<file path="src/rtl/alu_seq_if.sv">
// Operand/result bundle for the sequential ALU.
// The master drives the request; the slave returns Q/F with a done pulse.
interface alu_seq_if #(
    parameter int WIDTH = 4
);
    logic             start;
    logic [WIDTH-1:0] A;
    logic [WIDTH-1:0] B;
    logic [3:0]       S;
    logic             busy;
    logic             done;
    logic [WIDTH-1:0] Q;
    logic [4:0]       F;

    modport master (
        output start, A, B, S,
        input  busy, done, Q, F
    );

    modport slave (
        input  start, A, B, S,
        output busy, done, Q, F
    );
endinterface

</file>
<file path="src/rtl/alu_seq.sv">
// Registered ALU: single-cycle logic/add/sub/shift,
// WIDTH-step shift-add MUL and restoring DIV/MOD.
module alu_seq #(
    parameter int WIDTH = 4
) (
    input  logic       clk,
    input  logic       rst,
    alu_seq_if.slave   bus
);
    localparam int CW = $clog2(WIDTH);

    localparam logic [3:0] OP_ADD = 4'd0;
    localparam logic [3:0] OP_SUB = 4'd1;
    localparam logic [3:0] OP_MUL = 4'd2;
    localparam logic [3:0] OP_DIV = 4'd3;
    localparam logic [3:0] OP_MOD = 4'd4;
    localparam logic [3:0] OP_AND = 4'd5;
    localparam logic [3:0] OP_OR  = 4'd6;
    localparam logic [3:0] OP_NOR = 4'd7;
    localparam logic [3:0] OP_SHL = 4'd8;
    localparam logic [3:0] OP_SHR = 4'd9;

    typedef enum logic {IDLE, ITER} state_e;

    state_e             state_q, state_d;
    logic [CW-1:0]      cnt_q, cnt_d;
    logic [3:0]         op_q, op_d;
    logic [2*WIDTH-1:0] p_q, p_d;
    logic [2*WIDTH-1:0] m_q, m_d;
    logic [WIDTH-1:0]   x_q, x_d;
    logic [WIDTH-1:0]   q_q, q_d;
    logic [4:0]         f_q, f_d;
    logic               busy_q, busy_d;
    logic               done_q, done_d;

    function automatic logic [4:0] flags(
        input logic [WIDTH-1:0] r,
        input logic c,
        input logic v,
        input logic e
    );
        return {r[WIDTH-1], r == '0, c, v, e};
    endfunction

    logic [WIDTH:0]   add_w, sub_w, shl_w;
    logic [WIDTH-1:0] sc_q;
    logic             sc_c, sc_v, sc_e, multi;

    always_comb begin
        add_w = {1'b0, bus.A} + {1'b0, bus.B};
        sub_w = {1'b0, bus.A} - {1'b0, bus.B};
        shl_w = {1'b0, bus.A} << bus.B;
        sc_q  = '0;
        sc_c  = 1'b0;
        sc_v  = 1'b0;
        sc_e  = 1'b0;
        multi = 1'b0;
        unique case (bus.S)
            OP_ADD: begin
                sc_q = add_w[WIDTH-1:0];
                sc_c = add_w[WIDTH];
                sc_v = (bus.A[WIDTH-1] == bus.B[WIDTH-1]) &&
                       (add_w[WIDTH-1] != bus.A[WIDTH-1]);
            end
            OP_SUB: begin
                sc_q = sub_w[WIDTH-1:0];
                sc_c = sub_w[WIDTH];
                sc_v = (bus.A[WIDTH-1] != bus.B[WIDTH-1]) &&
                       (sub_w[WIDTH-1] != bus.A[WIDTH-1]);
            end
            OP_MUL: multi = 1'b1;
            OP_DIV: begin
                if (bus.B == '0) begin
                    sc_q = '1;
                    sc_e = 1'b1;
                end else begin
                    multi = 1'b1;
                end
            end
            OP_MOD: begin
                if (bus.B == '0) begin
                    sc_q = bus.A;
                    sc_e = 1'b1;
                end else begin
                    multi = 1'b1;
                end
            end
            OP_AND: sc_q = bus.A & bus.B;
            OP_OR:  sc_q = bus.A | bus.B;
            OP_NOR: sc_q = ~(bus.A | bus.B);
            // bit WIDTH of the widened shift is the last bit pushed out
            OP_SHL: begin
                sc_q = shl_w[WIDTH-1:0];
                sc_c = shl_w[WIDTH];
            end
            OP_SHR: sc_q = bus.A >> bus.B;
            default: sc_q = '0;
        endcase
    end

    logic [2*WIDTH-1:0] prod_nx;
    logic [WIDTH:0]     sh_w, dif_w;
    logic               ge;
    logic [WIDTH-1:0]   rem_nx, quo_nx, it_q;
    logic               it_v;

    always_comb begin
        prod_nx = p_q + (x_q[0] ? m_q : '0);
        sh_w    = {p_q[WIDTH-1:0], x_q[WIDTH-1]};
        dif_w   = sh_w - {1'b0, m_q[WIDTH-1:0]};
        ge      = sh_w >= {1'b0, m_q[WIDTH-1:0]};
        rem_nx  = ge ? dif_w[WIDTH-1:0] : sh_w[WIDTH-1:0];
        quo_nx  = {x_q[WIDTH-2:0], ge};
        it_v    = 1'b0;
        unique case (1'b1)
            op_q == OP_MUL: begin
                it_q = prod_nx[WIDTH-1:0];
                it_v = |prod_nx[2*WIDTH-1:WIDTH];
            end
            op_q == OP_DIV: it_q = quo_nx;
            default:        it_q = rem_nx;
        endcase
    end

    always_comb begin
        state_d = state_q;
        cnt_d   = cnt_q;
        op_d    = op_q;
        p_d     = p_q;
        m_d     = m_q;
        x_d     = x_q;
        q_d     = q_q;
        f_d     = f_q;
        busy_d  = busy_q;
        done_d  = 1'b0;
        unique case (state_q)
            IDLE: begin
                if (bus.start && multi) begin
                    state_d = ITER;
                    busy_d  = 1'b1;
                    cnt_d   = '0;
                    op_d    = bus.S;
                    p_d     = '0;
                    // MUL: m=multiplicand, x=multiplier; DIV: m=divisor, x=dividend
                    m_d = {{WIDTH{1'b0}}, (bus.S == OP_MUL) ? bus.A : bus.B};
                    x_d = (bus.S == OP_MUL) ? bus.B : bus.A;
                end else if (bus.start) begin
                    q_d    = sc_q;
                    f_d    = flags(sc_q, sc_c, sc_v, sc_e);
                    done_d = 1'b1;
                end
            end
            ITER: begin
                cnt_d = cnt_q + 1'b1;
                if (op_q == OP_MUL) begin
                    p_d = prod_nx;
                    m_d = m_q << 1;
                    x_d = x_q >> 1;
                end else begin
                    p_d = {{WIDTH{1'b0}}, rem_nx};
                    x_d = quo_nx;
                end
                if (cnt_q == CW'(WIDTH - 1)) begin
                    state_d = IDLE;
                    busy_d  = 1'b0;
                    done_d  = 1'b1;
                    q_d     = it_q;
                    f_d     = flags(it_q, 1'b0, it_v, 1'b0);
                end
            end
        endcase
    end

    always_ff @(posedge clk or posedge rst) begin
        if (rst) begin
            state_q <= IDLE;
            cnt_q   <= '0;
            op_q    <= '0;
            p_q     <= '0;
            m_q     <= '0;
            x_q     <= '0;
            q_q     <= '0;
            f_q     <= '0;
            busy_q  <= 1'b0;
            done_q  <= 1'b0;
        end else begin
            state_q <= state_d;
            cnt_q   <= cnt_d;
            op_q    <= op_d;
            p_q     <= p_d;
            m_q     <= m_d;
            x_q     <= x_d;
            q_q     <= q_d;
            f_q     <= f_d;
            busy_q  <= busy_d;
            done_q  <= done_d;
        end
    end

    assign bus.busy = busy_q;
    assign bus.done = done_q;
    assign bus.Q    = q_q;
    assign bus.F    = f_q;
endmodule

</file>
<file path="src/flat_wrapper.sv">
// flat-port wrapper written by rule: the top's interface ports become plain ports
module alu_seq_flat 
#(
    parameter int WIDTH = 4
)
  (clk, rst, bus_start, bus_A, bus_B, bus_S, bus_busy, bus_done, bus_Q, bus_F);
  alu_seq_if #(.WIDTH(WIDTH)) bus_i ();
  input  logic clk;
  input  logic rst;
  input wire logic [$bits(bus_i.start)-1:0] bus_start;
  input wire logic [$bits(bus_i.A)-1:0] bus_A;
  input wire logic [$bits(bus_i.B)-1:0] bus_B;
  input wire logic [$bits(bus_i.S)-1:0] bus_S;
  output wire logic [$bits(bus_i.busy)-1:0] bus_busy;
  output wire logic [$bits(bus_i.done)-1:0] bus_done;
  output wire logic [$bits(bus_i.Q)-1:0] bus_Q;
  output wire logic [$bits(bus_i.F)-1:0] bus_F;
  assign bus_i.start = bus_start;
  assign bus_i.A = bus_A;
  assign bus_i.B = bus_B;
  assign bus_i.S = bus_S;
  assign bus_busy = bus_i.busy;
  assign bus_done = bus_i.done;
  assign bus_Q = bus_i.Q;
  assign bus_F = bus_i.F;
  alu_seq #(.WIDTH(WIDTH)) u_core (.clk(clk), .rst(rst), .bus(bus_i));
endmodule
</file>
<file path="config.mk">
export PLATFORM = sky130hd
export DESIGN_NAME = alu_seq_flat
export DESIGN_NICKNAME = d
export VERILOG_FILES = /design/src/rtl/alu_seq_if.sv /design/src/rtl/alu_seq.sv /design/src/flat_wrapper.sv
export SDC_FILE = /design/constraint.sdc
export NUM_CORES = 1
export LEC_CHECK = 0
export ABC_AREA = 1
export CORE_AREA = 5 5 86 88
export DETAILED_ROUTE_END_ITERATION = 10
export DIE_AREA = 0 0 91 93
export PLACE_DENSITY_LB_ADDON = 0.15
export SYNTH_ARGS = -nofsm -noshare
export SYNTH_HDL_FRONTEND = slang
export SYNTH_SLANG_ARGS = --single-unit
</file>
<file path="constraint.sdc">
create_clock -name clk -period 2.5 [get_ports clk]
set_input_delay 0.5 -clock clk [delete_from_list [all_inputs] [get_ports clk]]
set_output_delay 0.5 -clock clk [all_outputs]
set_load 0.05 [all_outputs]
</file>
==> metrics.txt <==
critical path class flip-flop to flip-flop; drt total wl 9350 microns; Power Total 3.91 mW; number of H-tree levels 2; Resized cells post-CTS 0; asr flop ratio synth 100%; syn_nets 536; Yosys top cell area share 27.9%; status finished, final reports clean; PnR worst setup slack 200 ps; Worst Path Max Fanout 11; sequential share of power 26.6%; PortBufs 25; crit end category flip-flop; Avg Cell Area, Syn 6.76 sq um; Post-synth top cells nand2_1, inv_1, nor2_1, nand3_1, dfrtp_1; Sink Count 37; Pleak 2.06 nW; Die W 91 microns; area leader, netlist dfrtp_1; number of flops mapped to enable cells by yosys 0; Final setup viols 0; Seq/Total Area, Yosys 27.9%; DR vias/cell 5.40; All-Layer GR Usage 23.3%; clock latency at the later pin of the worst-skew pair 290 ps; Net Sw Power 2.00 mW; largest net degree at the start of global routing 38; Worst path slowest cell dfrtp_1; PwrDens 997 mW/mm^2; DR DRC count 0; Int Power 1.90 mW; Worst path max stage delay 550 ps; clock skew 6.47 ps; P&R area growth vs syn 18.1%; reg-to-reg startpoint u_core.x_q[0]$_DFFE_PP0P_; Post-Syn Instances 491; cell with the most instances after synthesis nand2_1; Fin. Hold Viols 0; Slew headroom 63.6%; Final Critical Period 2300 ps; CP required 2690 ps; Max Cap Viol 0; Min-Delay Path Depth 2; Worst IR Drop VDD 0.828 mV; count of pins over their slew limit 0; maximum root-to-sink buffer count 2; gpl congestion 0.969; Hold Crit Endpoint u_core.bus.busy$_DFFE_PP0P_; Fin Hold WS 497 ps; count of unique library cells instantiated by Yosys 41; Crit path arrival time 2490 ps; Initial Util 50.5%; most frequent CP cell nand2_1; Hold WC Path Type flip-flop to flip-flop; Die Area 0.00846 sq mm; synth warn 0; share of layout cells above drive strength 1 11.6%; unrepaired setup endpoints after global routing no; initial antenna violation count 0; clock share of power 10.6%; CTS tree yes; final core occ 59.7%; GRT Residual Overflow 0; Net Sw Frac 51.2%; Comb pwr share 62.8%; Pre-antenna DRT Iters 5; IO Count 26; clock root buffer master clkbuf_8; via count 3365; DP HPWL 7760 microns; actual slew at the worst max-slew pin 545 ps; Hold Startpoint u_core.bus.busy$_DFFE_PP0P_; core area 0.00657 sq mm; first-pass GRT wire length 15900 microns; Routed WL per cell 15.0 microns; Max Clk Rate 0.435 GHz; dpl ws -92.9 ps; Hold-fix buffers, CTS 0; main flop type after synthesis dfrtp_1; fillers 613; Worst setup SP type flip-flop; reg2reg setup slack 200 ps; Inserted Diodes 0; Setup Buffers After CTS 0; Reg-to-Reg End u_core.bus.F[3]$_DFFE_PP0P_; Synth area leaders dfrtp_1, nand2_1, ha_1; clk slew on worst S/H paths 80 ps; fin crit share 92.0%; FF-to-FF path depth 14; beginning of the critical path u_core.x_q[0]$_DFFE_PP0P_; nets 587; TritonCTS Buffers 5; DRT iter0 DRCs 236; mapped cell area 0.00332 sq mm; Seq cells post-synth 37; Die H 93 microns; number of global-route vias before repair 3374; TNS Setup 0 ps; num rows 30; Cell Chain, Critical Path nand2_1 > inv_1 > ha_1 > inv_1 > fa_1 > xor2_1 > nor2_1 > a21oi_1 > nand2_1 > nor2_1 > nand2_1 > nand2_1 > nand2_1 > nand2_1; Final ANT Viol Nets 0
[worst max-delay path, delay by kind of cell, from the launching register on]
kind	cells	cell delay [ps]
XOR/XNOR	1	180
AO/OA/AOI/OAI	1	60
adder cells (fa/ha/maj)	2	620
AND/OR/NAND/NOR	8	650
flip-flops	1	550
buffers and inverters	2	130
[cells in the final DEF, fill, tap and decap left out, types with 4 or more instances in the layout]
master           Yosys  layout
a21oi_1             16      16
buf_4                2      29
clkbuf_8             0       5
clkdlybuf4s50_1      0      25
dfrtp_1             37      37
fa_1                 4       4
ha_1                26      26
inv_1               56      56
inv_2                7       7
nand2_1            144     144
nand2_2              5       5
nand3_1             44      44
nand3b_1             5       5
nand4_1             11      11
nor2_1              49      49
o211ai_1            10      10
o21ai_0             24      24
o21ai_1              4       4
xor2_1               4       4
[state kept, by name, summed over array words and instances (netlist names), 2 cells and up]
register and flops:
u_core.bus.F 4, u_core.cnt_q 2, u_core.x_q 4, u_core.m_q 8, u_core.bus.Q 4, u_core.op_q 4
u_core.p_q 8
[per-layer routing]
layer,up-vias,wire (microns),global-route usage (%)
li1,1704,-,-
met1,1544,3730,26.7
met2,86,4790,42.1
met3,31,313,2.17
met4,0,509,13.2
met5,-,0,0
[how the worst max path moves through the flow]
stage	slack, ps	cells after the start	endpoint
6_report	200	14	u_core.bus.F[3]$_DFFE_PP0P_
5_1_grt	20	14	u_core.bus.F[3]$_DFFE_PP0P_
4_1_cts	210	15	u_core.bus.F[3]$_DFFE_PP0P_
3_5_place_dp	-90	15	u_core.bus.F[3]$_DFFE_PP0P_
3_3_place_gp	-50	15	u_core.bus.F[3]$_DFFE_PP0P_
2_1_floorplan	450	16	u_core.bus.F[1]$_DFFE_PP0P_
[per-stage QoR]
step | instances | area [sq um]
floorplan | 491 | 3320
detailed placement | 615 | 3830
global placement | 615 | 3830
finish | 623 | 3920
global route | 623 | 3920
CTS | 623 | 3920
[power groups by stage]
stage / registers [mW] / clock network, mW / logic (mW)
after floorplan: 1.22 / 0 / 1.57
after global placement: 1.04 / 0 / 2.41
after detailed placement: 1.05 / 0 / 2.45
after CTS: 1.04 / 0.425 / 2.45
after global routing: 1.07 / 0.450 / 2.75
final: 1.04 / 0.414 / 2.45
[cells by family after synthesis]
logic type / after synthesis / share of synthesized area [%]
adders and majority gates: 30 / 12.2
AOI/OAI and AO/OA: 71 / 13.0
xor gates and xnor gates: 7 / 1.85
and+or+nand+nor: 272 / 36.2
DFF: 37 / 27.9
buffers and inverters: 74 / 8.90
[final cells by class]
cell class | instances | area (sq um) | area share, %
clock inverter | 3 | 17.5 | 0.447
clock buffer | 5 | 68.8 | 1.76
timing repair buffer | 54 | 468 | 11.9
inverter | 64 | 241 | 6.16
tap | 80 | 100 | 2.55
sequential | 37 | 926 | 23.6
multi-input combinational | 380 | 2100 | 53.5
Note: power is estimated with default switching activity, not from simulation.
